`config.mk`:
```
export PLATFORM = sky130hd
export DESIGN_NAME = md_sched
export DESIGN_NICKNAME = d
export VERILOG_FILES = /design/src/rtl/md_sched_pkg.sv /design/src/rtl/md_cnt.sv /design/src/rtl/md_sched.sv
export SDC_FILE = /design/constraint.sdc
export NUM_CORES = 1
export LEC_CHECK = 0
export ABC_CLOCK_PERIOD_IN_PS = 1800
export CORE_MARGIN = 2
export CORE_UTILIZATION = 40
export CTS_CLUSTER_DIAMETER = 40
export DETAILED_ROUTE_END_ITERATION = 10
export MAX_ROUTING_LAYER = met4
export PLACE_DENSITY = 0.78
export SYNTH_ARGS = -nofsm -noshare
export SYNTH_HDL_FRONTEND = slang
export SYNTH_SLANG_ARGS = --single-unit
```
`constraint.sdc`:
```
create_clock -name clk -period 1.8 [get_ports clk]
set_input_delay 0.36 -clock clk [delete_from_list [all_inputs] [get_ports clk]]
set_output_delay 0.36 -clock clk [all_outputs]
set_load 0.05 [all_outputs]
```
`src/rtl/md_sched_pkg.sv`:
```
// rtl/md_sched_pkg.sv - shared op/state encodings and decode helpers for the MD sequencer
//
// Contents:
//   MD_* op codes  4-bit MD op encoding carried on op_e / op_q
//   state_e        sequencer state encoding (ST_IDLE=0, ST_RUN=1)
//   md_is_arith    op starts a multi-cycle mult/div operation
//   md_is_div      op uses the divide latency
//   md_is_any      op is any MD instruction (arith, mf*, mt*)

package md_sched_pkg;

    localparam logic [3:0] MD_NONE  = 4'd0;
    localparam logic [3:0] MD_MULT  = 4'd1;
    localparam logic [3:0] MD_MULTU = 4'd2;
    localparam logic [3:0] MD_DIV   = 4'd3;
    localparam logic [3:0] MD_DIVU  = 4'd4;
    localparam logic [3:0] MD_MFHI  = 4'd5;
    localparam logic [3:0] MD_MFLO  = 4'd6;
    localparam logic [3:0] MD_MTHI  = 4'd7;
    localparam logic [3:0] MD_MTLO  = 4'd8;

    typedef enum logic {
        ST_IDLE = 1'b0,
        ST_RUN  = 1'b1
    } state_e;

    function automatic logic md_is_arith(input logic [3:0] op);
        return (op == MD_MULT) || (op == MD_MULTU) ||
               (op == MD_DIV)  || (op == MD_DIVU);
    endfunction

    function automatic logic md_is_div(input logic [3:0] op);
        return (op == MD_DIV) || (op == MD_DIVU);
    endfunction

    function automatic logic md_is_any(input logic [3:0] op);
        return (op >= MD_MULT) && (op <= MD_MTLO);
    endfunction

endpackage

```
`src/rtl/md_cnt.sv`:
```
// rtl/md_cnt.sv - loadable saturating down-counter for the MD latency
//
// Ports:
//   clk     system clock
//   reset   asynchronous active-high reset, clears the count
//   load    load value into the counter (takes priority over dec)
//   value   count to load
//   dec     decrement by one; holds at zero so the count never wraps
//   cnt     current count
//   is_one  count equals one (final busy cycle)

module md_cnt #(
    parameter int CNT_W = 4
) (
    input  logic             clk,
    input  logic             reset,
    input  logic             load,
    input  logic [CNT_W-1:0] value,
    input  logic             dec,
    output logic [CNT_W-1:0] cnt,
    output logic             is_one
);

    always_ff @(posedge clk or posedge reset) begin
        if (reset) begin
            cnt <= '0;
        end else if (load) begin
            cnt <= value;
        end else if (dec && (cnt != '0)) begin
            cnt <= cnt - 1'b1;
        end
    end

    assign is_one = (cnt == CNT_W'(1));

endmodule

```
`src/rtl/md_sched.sv`:
```
// rtl/md_sched.sv - E-stage sequencing controller for the multi-cycle multiply/divide unit
//
// Ports:
//   clk       system clock
//   reset     asynchronous active-high reset
//   valid_e   E-stage instruction valid
//   op_e      MD op of the E-stage instruction
//   md_use_d  D-stage instruction is any MD op
//   start     accept pulse; datapath latches operands this cycle
//   op_q      op of the running operation, MD_NONE when idle
//   busy      operation in flight
//   commit    final busy cycle; HI/LO load results at its end
//   hi_we     mthi write enable
//   lo_we     mtlo write enable
//   stall_d   freeze PC/D and bubble E
//   ovr_err   sticky: MD op reached E while busy

module md_sched
    import md_sched_pkg::*;
#(
    parameter int MULT_LAT = 5,
    parameter int DIV_LAT  = 10,
    parameter int CNT_W    = 4
) (
    input  logic       clk,
    input  logic       reset,
    input  logic       valid_e,
    input  logic [3:0] op_e,
    input  logic       md_use_d,
    output logic       start,
    output logic [3:0] op_q,
    output logic       busy,
    output logic       commit,
    output logic       hi_we,
    output logic       lo_we,
    output logic       stall_d,
    output logic       ovr_err
);

    // A latency of zero or one that does not fit the counter would make the
    // commit cycle unreachable, so refuse to elaborate.
    if (MULT_LAT < 1 || MULT_LAT > 15 || MULT_LAT >= (1 << CNT_W)) begin : g_bad_mult_lat
        $error("md_sched: MULT_LAT out of range");
    end
    if (DIV_LAT < 1 || DIV_LAT > 15 || DIV_LAT >= (1 << CNT_W)) begin : g_bad_div_lat
        $error("md_sched: DIV_LAT out of range");
    end

    localparam logic [CNT_W-1:0] MULT_CNT = CNT_W'(MULT_LAT);
    localparam logic [CNT_W-1:0] DIV_CNT  = CNT_W'(DIV_LAT);

    state_e           state;
    logic             accept;
    logic [CNT_W-1:0] cnt;
    logic [CNT_W-1:0] load_value;
    logic             cnt_is_one;
    logic             md_in_e;

    assign md_in_e    = valid_e && md_is_any(op_e);
    assign accept     = (state == ST_IDLE) && valid_e && md_is_arith(op_e);
    assign load_value = md_is_div(op_e) ? DIV_CNT : MULT_CNT;

    md_cnt #(
        .CNT_W (CNT_W)
    ) u_cnt (
        .clk    (clk),
        .reset  (reset),
        .load   (accept),
        .value  (load_value),
        .dec    (state == ST_RUN),
        .cnt    (cnt),
        .is_one (cnt_is_one)
    );

    always_ff @(posedge clk or posedge reset) begin
        if (reset) begin
            state   <= ST_IDLE;
            op_q    <= MD_NONE;
            ovr_err <= 1'b0;
        end else begin
            case (state)
                ST_IDLE: begin
                    if (accept) begin
                        state <= ST_RUN;
                        op_q  <= op_e;
                    end
                end
                ST_RUN: begin
                    // Any MD op in E here slipped past stall_d; it is dropped.
                    if (md_in_e) begin
                        ovr_err <= 1'b1;
                    end
                    if (cnt_is_one) begin
                        state <= ST_IDLE;
                        op_q  <= MD_NONE;
                    end
                end
                default: begin
                    state <= ST_IDLE;
                    op_q  <= MD_NONE;
                end
            endcase
        end
    end

    assign start   = accept;
    assign busy    = (state == ST_RUN);
    assign commit  = busy && cnt_is_one;
    assign hi_we   = valid_e && (op_e == MD_MTHI) && !busy && !start;
    assign lo_we   = valid_e && (op_e == MD_MTLO) && !busy && !start;
    assign stall_d = md_use_d && (start || busy);

endmodule

```
==> metrics.txt <==
Hold Path Class=input pin to asynchronous set/reset pin; via count=594; CTS tree=yes; failing checks=setup timing; Routed wire per std cell=13.2 um; internal power=about 0.00077 W; Die ar.=~1900 um2; clock network power share=0.118; FP Rows=14; fmax=roughly 470 MHz; Post-CTS Hold Buffers=0; Simple-Gate Fraction of Synth Area=0.248; post-synthesis mux area share=0.0485; first drt pass iteration count=4; placed wire-length estimate=about 1.2 mm; most common cell after layout, fill and taps aside=buf_4; RSZ-0062 raised after global routing=yes; post-synthesis adder-cell area fraction=0.0404; First DRT Iteration DRCs=7; Psw=0.000643 W; Die X=43.4 um; first-pass GRT wire length=2.57 mm; Max Cap Viol=0; Final Max Tran Viols=0; CP endpoint kind=output pin; Inserted Diodes=0; largest family of logic cells by synthesized area=simple AND/OR/NAND/NOR gates; critical path fanouts, max=3; CP Launch Type=flop; post-synthesis average cell area=9.53 um2; DRC viols=0; Util after Layout=0.675; worst slew pin tran=0.394 ns; I/O pin count=19; Leakage=0.473 nW; Unique masters post-synth=29; GRT overflow=0; Mapped Nets=75; Flop pwr share=0.286; Vias/cell=5.21; combinational share of power=0.596; Seq cells post-synth=10; WP data required=about 1.4 ns; Peak supply drop=approximately 0.86 mV; sequential area share after synthesis=0.404; CTS Buf Count=3; mapped cell area=619 um2; buffers added on ports=18; Crit Path Class=flop to output pin; core area=1470 um2; crit path time final=2.13 ns; Skew-Pair Late Insertion Delay=0.27 ns; fin nets=about 110; area grow syn2layout=60.4%; outcome=finished with violations; layout cells sized above 1=0.408; Slew headroom=0.734; skew final=0.00194 ns; Synth Area in XOR/XNOR=0.0283; worst path arrival time=1.77 ns; H-tree Lvls=1; power per cell area=1420 nW/um2; Clock Tree Buf Depth=2; final worst setup slack=-0.334 ns; initial antenna violation count=0; final hold violation count=0; # setup viols final=3; Yosys Warn Count=0; Die Ht=43.4 um; total wire length=1.50 mm; sw frac=0.455; commonest cells after routing, fill and taps aside=18 x buf_4, 9 x dfrtp_1, 5 x nand2_1, 5 x buf_12; fin crit share=1.19; Worst-path clk slew=0.07 ns; setup total negative slack=-0.735 ns; ANT nets after route=0; number of global-route vias before repair=roughly 600; clk sink count=10; GR Util All Layers=0.189; Starting Density=0.421; Root Driver=clkbuf_4; GPL Wtd Cong=between 0.8 and 0.9; Synth Area in Compound Gates=0.145; Syn Inst Count=between 60 and 70; largest net degree at the start of global routing=11
final timing paths:
check                      slack [ns]            to  startpoint  cells after the start
min reg2reg                      0.50       ovr_err     ovr_err                      1
max reg2reg                      0.15  u_cnt.cnt[0]        busy                      4
min in group clk                 0.50       ovr_err     ovr_err                      1
max                             -0.33       stall_d        busy                      4
max in group asynchronous        1.12          busy       reset                      2
min                              0.39       ovr_err       reset                      2
power groups by stage:
| stage | sequential [W] | clock, W | combinational [W] |
|---|---|---|---|
| 2_1_floorplan | 0.000550 | 0 | 0.000419 |
| 3_3_place_gp | 0.000402 | 0 | 0.000803 |
| 3_5_place_dp | 0.000406 | 0 | 0.000829 |
| 4_1_cts | 0.000402 | 0.000166 | 0.000833 |
| 5_1_grt | 0.000421 | 0.000185 | 0.000903 |
| 6_report | 0.000404 | 0.000166 | 0.000843 |
cell families (layout without fill, tap and decap cells):
family	Yosys count	after routing
flip-flops	10	10
adder cells (fa/ha/maj)	2	2
multiplexers	3	3
AND/OR/NAND/NOR	25	25
buffers and inverters	10	43
XOR/XNOR	2	2
AO/OA/AOI/OAI	13	13
synthesized netlist by cell type, drive strengths merged:
library cell / n / share of area
a21boi: 1 / 0.012
a21o: 2 / 0.024
a21oi: 2 / 0.016
a31o: 1 / 0.014
a31oi: 1 / 0.010
and3: 1 / 0.010
and4: 1 / 0.014
and4b: 1 / 0.016
buf: 2 / 0.036
dfrtp: 10 / 0.40
ha: 2 / 0.040
inv: 8 / 0.048
mux2i: 3 / 0.048
nand2: 5 / 0.030
nand2b: 2 / 0.020
nand3: 2 / 0.016
nand4bb: 1 / 0.018
nor2: 4 / 0.024
nor3: 2 / 0.016
nor3b: 1 / 0.012
nor4b: 1 / 0.014
o211ai: 3 / 0.036
o21a: 1 / 0.012
o21ai: 1 / 0.0081
o21bai: 1 / 0.012
or3: 2 / 0.020
or3b: 1 / 0.018
or4bb: 1 / 0.018
xnor2: 2 / 0.028
worst max-delay path, cell delays in order (launching register included):
cell and delay, ns:
dfrtp_2 0.41, or3b_4 0.37, or3_4 0.41, a21boi_4 0.17, buf_12 0.15
metal layers:
metal  global-route usage  up-vias  wire length, um
li1                     -      294                -
met1                0.231      274              647
met2                0.304       22              755
met3               0.0250        4               79
met4               0.0970        0               22
met5                    -        -                0
flip-flops by register name, indices dropped and copies added, names as in the netlist:
signal and flops:
op_q 4, u_cnt.cnt 4, busy 1, ovr_err 1
layout make-up:
| cell class | instances | area [um2] |
|---|---|---|
| Sequential cell | 10 | 251 |
| Tap cell | 16 | 20.0 |
| Fill cell | 125 | 478 |
| Inverter | 8 | 33.8 |
| Multi-Input combinational cell | 45 | 350 |
| Timing Repair Buffer | 31 | 312 |
| Clock buffer | 4 | 26.3 |
per-stage QoR:
| step | cell area (um2) | total power, W | cells | setup WS [ns] | hold WS, ns |
|---|---|---|---|---|---|
| 2_1_floorplan | 636 | 0.000969 | 65 | -0.461 | 0.200 |
| 3_3_place_gp | 931 | 0.00121 | 108 | -0.559 | 0.466 |
| 3_5_place_dp | 931 | 0.00124 | 108 | -0.580 | 0.464 |
| 4_1_cts | 971 | 0.00140 | 112 | -0.383 | 0.384 |
| 5_1_grt | 993 | 0.00151 | 114 | -0.377 | 0.404 |
| 6_report | 993 | 0.00141 | 114 | -0.334 | 0.388 |
repair_timing:
| item | CTS | global route |
|---|---|---|
| gates resized for setup | 10 | 6 |
| setup endpoints to repair | 12 | 5 |
| buffers inserted | 1 | 2 |
| pin swaps | 4 | 4 |
Note: power is estimated with default switching activity, not from simulation.
